$ cat src/rtl/sipo_deserializer.sv
// Serial-in/parallel-out receiver.
// Collects WIDTH serial bits (MSB-first or LSB-first, chosen on bit 0 of each
// word) and delivers completed words through a valid/ready holding register.
// A word that completes while the holding register is still occupied and not
// being drained is dropped and recorded in a sticky overrun flag.
module sipo_deserializer #(
  parameter int WIDTH = 8,
  localparam int CW = $clog2(WIDTH)
) (
  input  logic             i_clk,
  input  logic             i_reset,
  input  logic             i_enable,
  input  logic             i_direction,
  input  logic             i_serial_in,
  input  logic             i_frame_start,
  input  logic             i_data_ready,
  input  logic             i_clear_overrun,
  output logic [WIDTH-1:0] o_data_out,
  output logic             o_data_valid,
  output logic             o_overrun,
  output logic             o_busy,
  output logic [CW-1:0]    o_bit_count
);

  typedef enum logic [0:0] {
    S_IDLE  = 1'b0,
    S_SHIFT = 1'b1
  } state_t;

  localparam logic [CW-1:0] LAST_BIT = CW'(WIDTH - 1);

  state_t           r_state;
  logic [WIDTH-1:0] r_sreg;
  logic             r_word_dir;
  logic [CW-1:0]    r_bit_count;
  logic             r_busy;
  logic [WIDTH-1:0] r_data_out;
  logic             r_data_valid;
  logic             r_overrun;

  state_t           w_state_next;
  logic [WIDTH-1:0] w_sreg_next;
  logic             w_word_dir_next;
  logic [CW-1:0]    w_bit_count_next;
  logic             w_busy_next;
  logic [WIDTH-1:0] w_data_out_next;
  logic             w_data_valid_next;
  logic             w_overrun_next;

  logic             w_dir;
  logic [WIDTH-1:0] w_sreg_base;
  logic [CW-1:0]    w_count_base;
  logic [WIDTH-1:0] w_shifted;
  logic             w_complete;
  logic             w_xfer;
  logic             w_drop;

  // State register: all architectural state, synchronous reset.
  always_ff @(posedge i_clk) begin
    if (i_reset) begin
      r_state      <= S_IDLE;
      r_sreg       <= {WIDTH{1'b0}};
      r_word_dir   <= 1'b0;
      r_bit_count  <= {CW{1'b0}};
      r_busy       <= 1'b0;
      r_data_out   <= {WIDTH{1'b0}};
      r_data_valid <= 1'b0;
      r_overrun    <= 1'b0;
    end else begin
      r_state      <= w_state_next;
      r_sreg       <= w_sreg_next;
      r_word_dir   <= w_word_dir_next;
      r_bit_count  <= w_bit_count_next;
      r_busy       <= w_busy_next;
      r_data_out   <= w_data_out_next;
      r_data_valid <= w_data_valid_next;
      r_overrun    <= w_overrun_next;
    end
  end

  // Next-state logic: frame_start realigns, otherwise IDLE->SHIFT on a bit and back on the last bit.
  always_comb begin
    w_state_next = r_state;
    if (i_frame_start) begin
      w_state_next = i_enable ? S_SHIFT : S_IDLE;
    end else begin
      case (r_state)
        S_IDLE:  w_state_next = i_enable ? S_SHIFT : S_IDLE;
        S_SHIFT: w_state_next = (i_enable && (r_bit_count == LAST_BIT)) ? S_IDLE : S_SHIFT;
        default: w_state_next = S_IDLE;
      endcase
    end
  end

  // Output/datapath logic: shift, count, word completion, handshake and overrun.
  always_comb begin
    // A new word starts either from IDLE or from a frame_start realignment;
    // only then is the direction input sampled.
    w_dir        = (i_frame_start || (r_state == S_IDLE)) ? i_direction : r_word_dir;
    w_sreg_base  = i_frame_start ? {WIDTH{1'b0}} : r_sreg;
    w_count_base = i_frame_start ? {CW{1'b0}} : r_bit_count;
    if (w_dir) begin
      w_shifted = {i_serial_in, w_sreg_base[WIDTH-1:1]};
    end else begin
      w_shifted = {w_sreg_base[WIDTH-2:0], i_serial_in};
    end

    w_complete = i_enable && !i_frame_start && (r_state == S_SHIFT) && (r_bit_count == LAST_BIT);
    w_xfer     = r_data_valid && i_data_ready;
    w_drop     = w_complete && r_data_valid && !i_data_ready;

    if (i_enable) begin
      w_sreg_next      = w_complete ? {WIDTH{1'b0}} : w_shifted;
      w_bit_count_next = w_complete ? {CW{1'b0}} : (w_count_base + CW'(1));
      w_word_dir_next  = w_dir;
    end else begin
      w_sreg_next      = w_sreg_base;
      w_bit_count_next = w_count_base;
      w_word_dir_next  = r_word_dir;
    end
    w_busy_next = (w_bit_count_next != {CW{1'b0}});

    // Holding register: load when empty or being drained this cycle.
    if (w_complete && !w_drop) begin
      w_data_out_next   = w_shifted;
      w_data_valid_next = 1'b1;
    end else if (w_xfer) begin
      w_data_out_next   = r_data_out;
      w_data_valid_next = 1'b0;
    end else begin
      w_data_out_next   = r_data_out;
      w_data_valid_next = r_data_valid;
    end

    // A drop takes priority over a simultaneous clear.
    if (w_drop) begin
      w_overrun_next = 1'b1;
    end else if (i_clear_overrun) begin
      w_overrun_next = 1'b0;
    end else begin
      w_overrun_next = r_overrun;
    end
  end

  assign o_data_out   = r_data_out;
  assign o_data_valid = r_data_valid;
  assign o_overrun    = r_overrun;
  assign o_busy       = r_busy;
  assign o_bit_count  = r_bit_count;

endmodule

$ cat config.mk
export PLATFORM = sky130hd
export DESIGN_NAME = sipo_deserializer
export DESIGN_NICKNAME = d
export VERILOG_FILES = /design/src/rtl/sipo_deserializer.sv
export SDC_FILE = /design/constraint.sdc
export NUM_CORES = 1
export LEC_CHECK = 0
export ABC_AREA = 1
export BUFFER_PORTS_ARGS = -buffer_cell sky130_fd_sc_hd__buf_2
export CAP_MARGIN = 20
export CORE_ASPECT_RATIO = 0.8
export CORE_MARGIN = 8
export CORE_UTILIZATION = 55
export CTS_CLUSTER_DIAMETER = 150
export CTS_CLUSTER_SIZE = 10
export DETAILED_ROUTE_END_ITERATION = 10
export GPL_TIMING_DRIVEN = 0
export PLACE_DENSITY_LB_ADDON = 0.1
export SKIP_CTS_REPAIR_TIMING = 1
export SLEW_MARGIN = 20
export SYNTH_ARGS = -nofsm -noshare
export SYNTH_HDL_FRONTEND = slang
export SYNTH_SLANG_ARGS = --single-unit
$ cat constraint.sdc
create_clock -name i_clk -period 2.4 [get_ports i_clk]
set_input_delay 0.24 -clock i_clk [delete_from_list [all_inputs] [get_ports i_clk]]
set_output_delay 0.24 -clock i_clk [all_outputs]
set_load 0.01 [all_outputs]
==> summary.txt <==
CORE AREA - 2120 sq um
Worst Hold End - r_sreg[5]
Setup total negative slack - 0 ns
Hold path startpoint - i_reset
CP Launch Type - flip-flop
Hold Crit Depth - 2
Rows - 15
Final setup viols - 0
Kind of end point of the critical path - flip-flop
Synth Warn # - 0
Crit Path Max Fanout - 9
Clock transition at the registers of the reported paths - 0.13 ns
Residual DRC count - 0
# H-tree levels - 1
Kind of critical path - flip-flop to flip-flop
Initial core utilization - 56.9%
Avg WL per Cell - 11.3 um
Max Fclk - 756 MHz
Worst path arrival time - 1.57 ns
Initial antenna violation count - 0
# fillers - 202
R2R cell count - 6
Leakage - 0.000716 uW
Final Hold Vio Count - 0
Global route overflow - 0
Ports - 22
1st-pass router iterations - 5
Max Clock Skew - 0.0105 ns
Ratio of cells with drive above 1 in the final layout - 16.6%
CTS buffer count - 3
Area Overhead vs Synth - 14.3%
ANT cells - 0
Uppermost layer routed - met4
Worst Tran Pin Value - 0.492 ns
Total Wirelength - 2660 um
Routed length on met2 - 1270 um
Initial drt markers - 84
Average size of a mapped cell - 6.48 sq um
Seq/Total Area, Yosys - 39.8%
Crit path from - r_state
DR vias/cell - 4.95
Vias in the first global route - 1069
Synth unique cells - 19
Worst-case clock buffer depth - 2
Period utilization - 55.1%
Setup slack, reg-to-reg - 1.08 ns
Finished Cell Area - 1380 sq um
Global-route wire length before repair - 4550 um
Buffers on Ports - 21
Unrepaired setup endpoints after global routing - false
Mapped cell area - 1210 sq um
Post-Place Setup Slack - 0.988 ns
CTS tree - yes
Largest net degree at the start of global routing - 14
Die area - 3960 sq um
Chip width - 68.4 um
Critical R2R Launch - r_state
Worst skew pair latency - 0.32 ns
GRT Overall Usage - 14.5%
Pwr dens - 499 nW/um^2
Final min period - 1.32 ns
Maximum vdd ir drop - 0.429 mV
Status - completed
Number of max-cap violations - 0
Post-DP HPWL - 2040 um
Syn Inst Count - 186
Worst hold path class - input pin to flip-flop
Setup ws final - 1.08 ns
DRT antenna net count - 0
Sink Count - 24
Metal-1 WL - 1210 um
Die height - 57.9 um
Nets - 221
Seq cells post-synth - 24
CTS Root Cell - clkbuf_4
Placer Congestion - 0.844
Met3 wire len - 136 um
Syn_nets - 195
Critical Path RT - 2.65 ns
Reg2reg end - r_sreg[1]
Final Max Slew Viols - 0
Via count - 1168
Area after DPL - 1340 sq um
Worst slew margin - 67.2%
==> where the power goes <==
part	total [uW]	switching, uW	leakage (uW)	internal (uW)
clock	214	121	0.0000210	92.8
sequential	410	3.82	0.000195	406
combinational	64.7	44.0	0.000500	20.7
total	688	169	0.000716	519
==> cells by family (layout without fill, tap and decap cells) <==
group                    Yosys count  count (layout)  synth area share [%]
AND/OR/NAND/NOR                  110             110                  38.6
adder cells (fa/ha/maj)            1               1                  1.04
buffers and inverters             36              61                  13.0
flip-flops                        24              24                  39.8
AO/OA/AOI/OAI                     13              13                  6.12
XOR/XNOR                           2               2                  1.45
==> final cells by class <==
type                    instances  area, sq um  share of cell area (%)
well taps                      25         31.3                    2.27
clock buffers                   4         36.3                    2.63
plain buffers                   5         40.0                    2.90
repair buffers                 21          105                    7.62
flip-flops and latches         24          480                    34.8
inverters                      31          116                    8.44
multi-input cells             126          569                    41.3
==> Yosys cell counts, drive strengths merged <==
master | n | area, sq um
dfxtp | 24 | 480
nand3 | 20 | 100
nand2 | 59 | 236
o211ai | 1 | 7.51
a211oi | 1 | 7.51
nor2 | 30 | 113
ha | 1 | 12.5
buf | 2 | 18.8
clkbuf | 3 | 21.3
inv | 31 | 116
a21oi | 11 | 58.8
xor2 | 2 | 17.5
nor3 | 1 | 16.3
==> worst max-delay path by stage <==
| stage | endpoint | slack [ns] | cells past startpoint |
|---|---|---|---|
| global placement | o_busy | 1.01 | 10 |
| detailed placement | o_busy | 0.99 | 10 |
| global route | r_sreg[2] | 0.91 | 6 |
| floorplan | o_data_out[0] | 1.18 | 6 |
| finish | r_sreg[1] | 1.08 | 6 |
| CTS | r_sreg[1] | 1.07 | 6 |
==> cells in the final DEF (no fill, tap or decap) <==
| master | count |
|---|---|
| dfxtp_1 | 24 |
| nor2_1 | 30 |
| buf_6 | 1 |
| buf_2 | 21 |
| nand3_1 | 20 |
| a21oi_2 | 1 |
| a211oi_1 | 1 |
| nand2_4 | 1 |
| clkbuf_1 | 2 |
| nand2_1 | 55 |
| clkbuf_8 | 2 |
| clkbuf_4 | 3 |
| nor3_4 | 1 |
| buf_4 | 1 |
| a21oi_1 | 10 |
| ha_1 | 1 |
| inv_1 | 30 |
| xor2_1 | 2 |
| nand2_2 | 3 |
| o211ai_1 | 1 |
| inv_2 | 1 |
==> worst max-delay path, stage by stage (launching register included) <==
cell	delay, ns
dfxtp_1	0.40
nand2_1	0.15
nand2_1	0.27
nand3_1	0.11
nand2_1	0.11
nand2_1	0.07
a21oi_1	0.14
==> per-stage QoR <==
step | cells | total power [uW] | hold WS, ns | util (%)
2_1_floorplan | 186 | 459 | 0.309 | -
3_3_place_gp | 232 | 481 | 0.449 | 63.3
3_5_place_dp | 232 | 482 | 0.461 | 63.3
4_1_cts | 236 | 691 | 0.121 | 65.0
5_1_grt | 236 | 713 | 0.117 | 65.0
6_report | 236 | 688 | 0.120 | 65.0
==> layer usage <==
metal  GRT usage (%)  vias to the layer above
met5               0                        -
met4            3.50                        0
met3            4.62                        6
met2            23.5                       31
met1            18.1                      519
li1                -                      612
==> sequential cells by signal, summed over array words and instances (netlist names) <==
| register | flops |
|---|---|
| o_bit_count | 3 |
| r_word_dir | 1 |
| r_state | 1 |
| o_data_valid | 1 |
| o_overrun | 1 |
| o_busy | 1 |
| o_data_out | 8 |
| r_sreg | 8 |
Note: power is estimated with default switching activity, not from simulation.
